**src/rtl/mem_str_fwd_unit.sv**
```systemverilog
// Store-data forwarding unit: predicts one-hot mux selects for the store entering EX/MEM
// and keeps the MEM/WB history (tm1) data that serves as the oldest forwarding source.
module mem_str_fwd_unit (
  input  logic       clock,
  input  logic       reset_n,
  input  logic       stall,
  input  logic       flush,
  input  logic       id_ex_str_valid,
  input  logic [3:0] id_ex_rs_top,
  input  logic [3:0] id_ex_rs_bot,
  input  logic       ex_mem_wr_en_top,
  input  logic       ex_mem_wr_en_bot,
  input  logic [3:0] ex_mem_rd_top,
  input  logic [3:0] ex_mem_rd_bot,
  input  logic       mem_wb_wr_en_top,
  input  logic       mem_wb_wr_en_bot,
  input  logic [3:0] mem_wb_rd_top,
  input  logic [3:0] mem_wb_rd_bot,
  input  logic [7:0] mem_wb_data_top,
  input  logic [7:0] mem_wb_data_bot,
  output logic [4:0] sel_signal_top,
  output logic [4:0] sel_signal_bot,
  output logic [7:0] mem_wb_tm1_data_top,
  output logic [7:0] mem_wb_tm1_data_bot
);

  localparam logic [4:0] SelOwn   = 5'b00001;
  localparam logic [4:0] SelWbTop = 5'b00010;
  localparam logic [4:0] SelWbBot = 5'b00100;
  localparam logic [4:0] SelT1Top = 5'b01000;
  localparam logic [4:0] SelT1Bot = 5'b10000;

  logic [4:0] sel_top_d, sel_top_q;
  logic [4:0] sel_bot_d, sel_bot_q;
  logic [7:0] tm1_top_d, tm1_top_q;
  logic [7:0] tm1_bot_d, tm1_bot_q;
  logic       advance;

  // EX/MEM producers become MEM/WB next cycle; MEM/WB producers become tm1.
  function automatic logic [4:0] pick_sel(input logic [3:0] rs);
    logic [4:0] sel;
    sel = SelOwn;
    if (!id_ex_str_valid) begin
      sel = SelOwn;
    end else if (ex_mem_wr_en_top && (ex_mem_rd_top == rs)) begin
      sel = SelWbTop;
    end else if (ex_mem_wr_en_bot && (ex_mem_rd_bot == rs)) begin
      sel = SelWbBot;
    end else if (mem_wb_wr_en_top && (mem_wb_rd_top == rs)) begin
      sel = SelT1Top;
    end else if (mem_wb_wr_en_bot && (mem_wb_rd_bot == rs)) begin
      sel = SelT1Bot;
    end
    return sel;
  endfunction

  // Flush still advances history: only the incoming store is squashed.
  assign advance = !stall || flush;

  always_comb begin
    sel_top_d = sel_top_q;
    sel_bot_d = sel_bot_q;
    tm1_top_d = tm1_top_q;
    tm1_bot_d = tm1_bot_q;
    if (flush) begin
      sel_top_d = SelOwn;
      sel_bot_d = SelOwn;
    end else if (!stall) begin
      sel_top_d = pick_sel(id_ex_rs_top);
      sel_bot_d = pick_sel(id_ex_rs_bot);
    end
    if (advance) begin
      tm1_top_d = mem_wb_data_top;
      tm1_bot_d = mem_wb_data_bot;
    end
  end

  always_ff @(posedge clock or negedge reset_n) begin
    if (!reset_n) begin
      sel_top_q <= SelOwn;
      sel_bot_q <= SelOwn;
      tm1_top_q <= 8'h00;
      tm1_bot_q <= 8'h00;
    end else begin
      sel_top_q <= sel_top_d;
      sel_bot_q <= sel_bot_d;
      tm1_top_q <= tm1_top_d;
      tm1_bot_q <= tm1_bot_d;
    end
  end

  assign sel_signal_top      = sel_top_q;
  assign sel_signal_bot      = sel_bot_q;
  assign mem_wb_tm1_data_top = tm1_top_q;
  assign mem_wb_tm1_data_bot = tm1_bot_q;

endmodule

```
**config.mk**
```make
export PLATFORM = sky130hd
export DESIGN_NAME = mem_str_fwd_unit
export DESIGN_NICKNAME = d
export VERILOG_FILES = /design/src/rtl/mem_str_fwd_unit.sv
export SDC_FILE = /design/constraint.sdc
export NUM_CORES = 1
export LEC_CHECK = 0
export ABC_AREA = 0
export BUFFER_PORTS_ARGS = -buffer_cell sky130_fd_sc_hd__buf_2
export CAP_MARGIN = 20
export CORE_MARGIN = 2
export CORE_UTILIZATION = 45
export DETAILED_ROUTE_END_ITERATION = 8
export PLACE_DENSITY_LB_ADDON = 0.12
export SLEW_MARGIN = 40
export SYNTH_ARGS = -nofsm -noshare
export SYNTH_HDL_FRONTEND = slang
export SYNTH_SLANG_ARGS = --single-unit
```
**constraint.sdc**
```tcl
create_clock -name clock -period 0.8 [get_ports clock]
set_input_delay 0.16 -clock clock [delete_from_list [all_inputs] [get_ports clock]]
set_output_delay 0.16 -clock clock [all_outputs]
set_load 0.05 [all_outputs]
```
# Word level (Yosys, flattened, before mapping)
# Index checks and enable logic that the tools add are counted.
[classes] eq_ne=9 mux=14 reduce_logical=10
[ops] cell="$mux 5" count=14
[ops] cell="$eq 4x4->1" count=8
[ops] cell="$logic_and 1x1->1" count=8
[ops] cell="$ne 2x1->1 const B" count=1
[ops] cell="$logic_not 1->1" count=1
[ops] cell="$logic_or 1x1->1" count=1
[totals] ff_bits=26 inputBits=49 out_inout_bits=26

# Longest topological paths before layout
[depth] word_depth=9 depth_mapped=6 ltp_nobuf=5

# Least setup slack after synthesis
# OpenSTA, ideal clock, no wires.
[synth_timing] kind="input -> register" start="input port id_ex_rs_top[1]" end="register sel_top_q[4] (netlist: sel_signal_top[4])" setup_time_ns=0.122 arrival_ns=1.059 path_slack_ns=-0.380 stages=6 n_path_buf=1 cell_sequence="buf_2 > xnor2_1 > nand2_1 > nor4_4 > nor3_2 > a32o_1"
[synth_between] elab_chain_cells=9
[synth_lines] item="start, declared" line_no="9" rtl="input logic [3:0] id_ex_rs_top,"
[synth_lines] item="$eq 4x4->1" line_no="51" rtl="end else if (mem_wb_wr_en_bot && (mem_wb_rd_bot == rs)) begin"
[synth_lines] item="$logic_and 1x1->1" line_no="51"
[synth_lines] item="$mux 5" line_no="51"
[synth_lines] item="$mux 5" line_no="49" rtl="end else if (mem_wb_wr_en_top && (mem_wb_rd_top == rs)) begin"
[synth_lines] item="$mux 5" line_no="47" rtl="end else if (ex_mem_wr_en_bot && (ex_mem_rd_bot == rs)) begin"
[synth_lines] item="$mux 5 (*)" line_no="45" rtl="end else if (ex_mem_wr_en_top && (ex_mem_rd_top == rs)) begin"
[synth_lines] item="$mux 5 (*)" line_no="43" rtl="if (!id_ex_str_valid) begin"
[synth_lines] item="$mux 5 (*)" line_no="68" rtl="end else if (!stall) begin"
[synth_lines] item="$mux 5 (*)" line_no="65" rtl="if (flush) begin"
[synth_lines] item="end signal, assigned" line_no="80" rtl="sel_top_q <= SelOwn;"
[synth_lines] item="end signal, assigned" line_no="85" rtl="sel_top_q <= sel_top_d;"
[synth_lines] item="end, declared" line_no="33" rtl="logic [4:0] sel_top_d, sel_top_q;"
# Every way passes the cells marked *; elsewhere a longest branch is shown, timed or not. The select of a mux whose other input is x is not followed.
# A chain may end at the register's enable or synchronous reset.

# Worst setup path in the final report
[layout_timing] start="register sel_bot_q[0] (netlist: sel_signal_bot[0])" end="output port sel_signal_bot[0]"
[layout_lines] item="start, declared" line_no="34" rtl="logic [4:0] sel_bot_d, sel_bot_q;"
[layout_lines] item="start signal, assigned" line_no="81" rtl="sel_bot_q <= SelOwn;"
[layout_lines] item="start signal, assigned" line_no="86" rtl="sel_bot_q <= sel_bot_d;"
[layout_lines] item="end, declared" line_no="22" rtl="output logic [4:0] sel_signal_bot,"
# No word-level cell between the ends.

==> impl_metrics.env <==
export IMPL_whs_path_depth=3
export IMPL_cts_tree="done"
export IMPL_clk_path_buf_depth=2
export IMPL_worstMarginPinSlew_ps=363
export IMPL_drtIter0Drc=70
export IMPL_cp_num_cells=1
export IMPL_path_clk_slew_ps=150
export IMPL_insertion_delay_ps=310
export IMPL_cp_top_family="flip-flops"
export IMPL_grtUsageMet1_pct=27.1
export IMPL_whs_endpoint="mem_wb_tm1_data_top[6]"
export IMPL_end_kind="primary output"
export IMPL_setup_violations=37
export IMPL_cp_arrival_ps=1080
export IMPL_port_buffer_count=74
export IMPL_path_buf_inv=1
export IMPL_first_pass_iters=4
export IMPL_final_layout_size_suffix_gt1_share_pct=61.4
export IMPL_wire_per_inst_um=17.9
export IMPL_r2r_end="sel_signal_top[3]"
export IMPL_ir_drop_mv=0.714
export IMPL_synth_warnings=0
export IMPL_grt_pass1_wl_um=6470
export IMPL_synth_nets=200
export IMPL_final_core_util_pct=87.3
export IMPL_grt_overflow_total=0
export IMPL_ioPinCount=75
export IMPL_grt_antenna_before_repair=0
export IMPL_avgViaCountPerCell=5.24
export IMPL_seq_area_um2=674
export IMPL_synth_cells=151
export IMPL_synth_largest_area_cell="dfrtp_1"
export IMPL_critical_path_slowest_cell="dfstp_2"
export IMPL_ys_seq_area_share_pct=44.9
export IMPL_yosys_cell_types_count=21
export IMPL_start_kind="register"
export IMPL_syn2layout_area_growth_pct=83.2
export IMPL_wl_um=5270
export IMPL_syn_cell_area_um2=1460
export IMPL_slowest_delay_ps=600
export IMPL_synth_area_leaders="dfrtp_1 (41%), nand2_1 (14%), xor2_1 (14%)"
export IMPL_hold_viol_final=0
export IMPL_min_from="mem_wb_data_top[6]"
export IMPL_status="finished with violations"
export IMPL_fin_nets=301
export IMPL_worstSetupPathType="reg2out"
export IMPL_n_antenna_cell=0
export IMPL_crit_fanout=2
export IMPL_fin_crit_ps=1240
export IMPL_post_place_ws_ps=-544
export IMPL_clock_sinks=26
export IMPL_cap_violations=0
export IMPL_htreeDepth=1
export IMPL_violations="negative setup slack"
export IMPL_p_leak_nw=1.26
export IMPL_grt_pass1_vias=1461
export IMPL_grt_use_met2_pct=45.2
export IMPL_ys_ff_latch=26
export IMPL_dieArea_um2=3700
export IMPL_vias=1545
export IMPL_r2r_slack_ps=-70
export IMPL_final_max_slew_viol_count=0
export IMPL_grt_use_total_pct=24.0
export IMPL_fin_crit_sh_pct=155
export IMPL_dp_hpwl_um=3000
export IMPL_finalWorstSetupSlack_ps=-438
export IMPL_ant_nets=0
export IMPL_drc_errors=0
export IMPL_core_um2=3050
export IMPL_gp_congestion=0.916
export IMPL_slew_headroom_pct=75.6
export IMPL_path_cells="buf_8"
export IMPL_grt_max_degree=27
export IMPL_rsz0062_at_grt="yes"
export IMPL_max_clock_freq_mhz=808
export IMPL_timing_rr_start="sel_signal_top[3]"
export IMPL_rows=20
export IMPL_min_delay_path_class="in2reg"
export IMPL_die_w_um=60.9
export IMPL_grt_util_met3_pct=2.56
export IMPL_synth_top_area_share_pct=41.3
export IMPL_p_per_area_nw_per_um2=1300
export IMPL_ctsRootBufferMaster="clkbuf_4"
export IMPL_finClkSkew_ps=0
export IMPL_cts_buffers=3
export IMPL_grt_most_used_layer="met2"
export IMPL_initial_core_util_pct=47.7
export IMPL_cp_required_ps=640
export IMPL_n_fill_cell=149
export IMPL_multi_input_area_um2=1000
export IMPL_fp_dieH_um=60.9
export IMPL_syn_avg_cell_area_um2=9.64
export IMPL_r2r_cells=2
export IMPL_fin_setup_tns_ps=-8770
## registers in the layout, summed over array words and instances, names as in the netlist
register,cells
mem_wb_tm1_data_bot,8
sel_signal_bot,5
sel_signal_top,5
mem_wb_tm1_data_top,8
## power breakdown
| part | internal, mW | switching (mW) | total, mW |
|---|---|---|---|
| Combinational | 0.566 | 0.760 | 1.33 |
| Sequential | 1.40 | 0.0533 | 1.45 |
| Clock | 0.278 | 0.398 | 0.676 |
| Total | 2.25 | 1.21 | 3.46 |
## synthesized netlist by cell type
cell	instances
buf_2	3
o22a_1	2
nand2b_1	1
nor3_2	1
or3b_1	1
buf_1	1
dfrtp_1	24
a22o_1	5
xor2_1	24
nor2_1	3
nand2_1	56
inv_1	2
nor2b_1	1
nor3b_1	1
nor4_2	4
dfstp_2	2
nor4_4	3
a32o_1	3
xnor2_1	8
nor4_1	3
clkbuf_1	3
## placed cells by master, fill, tap and decap left out, types with 3 or more instances in the layout
cell type / n
xor2_2: 5
xor2_4: 5
dfrtp_1: 7
xnor2_1: 4
dfrtp_2: 17
a32o_1: 3
buf_8: 5
buf_12: 4
xor2_1: 14
a22o_1: 5
buf_4: 26
nand2_2: 3
nor4_2: 3
clkbuf_4: 4
buf_2: 35
xnor2_2: 3
nor4_4: 7
buf_6: 31
nand2_1: 53
## layer usage
layer,wire length [um],vias to the layer above
met5,0,-
met4,292,0
met3,336,26
met2,2830,104
met1,1810,728
li1,-,687
## how the worst max path moves through the flow
stage | to | startpoint
global placement | sel_signal_top[0] | id_ex_rs_top[2]
floorplan | sel_signal_top[4] | id_ex_rs_top[1]
CTS | sel_signal_bot[0] | sel_signal_bot[0]
global route | sel_signal_bot[0] | sel_signal_bot[0]
finish | sel_signal_bot[0] | sel_signal_bot[0]
detailed placement | sel_signal_top[0] | id_ex_rs_top[2]
## stage by stage
| step | cell area [um^2] | power, mW | hold WS (ps) | std cells |
|---|---|---|---|---|
| global placement | 2060 | 2.41 | 111 | 280 |
| global route | 2670 | 3.58 | 35.3 | 295 |
| detailed placement | 2060 | 2.44 | 116 | 280 |
| floorplan | 1550 | 2.08 | -136 | 151 |
| CTS | 2440 | 3.27 | 23.6 | 294 |
| finish | 2670 | 3.46 | 21.2 | 295 |
## worst register-to-register path, cell delays in order (launching register included)
cell and delay (ps):
dfrtp_1 430, buf_4 140, a22o_1 210
## cell type report
type                    instances  area share, %
well taps                      44           2.06
flip-flops and latches         26           25.3
repair buffers                103           33.5
clock buffers                   4           1.36
inverters                       2          0.282
multi-input cells             116           37.5
## what timing repair did
| item | 4_1_cts | 5_1_grt |
|---|---|---|
| endpoints found under the setup margin | 35 | 36 |
| resized for setup | 76 | 43 |
| pin swaps | 6 | 15 |
| buffers inserted | 9 | 2 |
| endpoints found under the hold margin | 26 | 0 |
| hold buffers | 1 | 0 |
## kinds of logic (layout without fill, tap and decap cells)
kind of cell	after synthesis	after routing	synth area share, %
AND/OR/NAND/NOR	74	74	27.0
AO/OA/AOI/OAI	10	10	6.28
buffers and inverters	9	109	2.58
flip-flops	26	26	44.9
XOR/XNOR	32	32	19.3
Power figures use the tool's default switching activity.
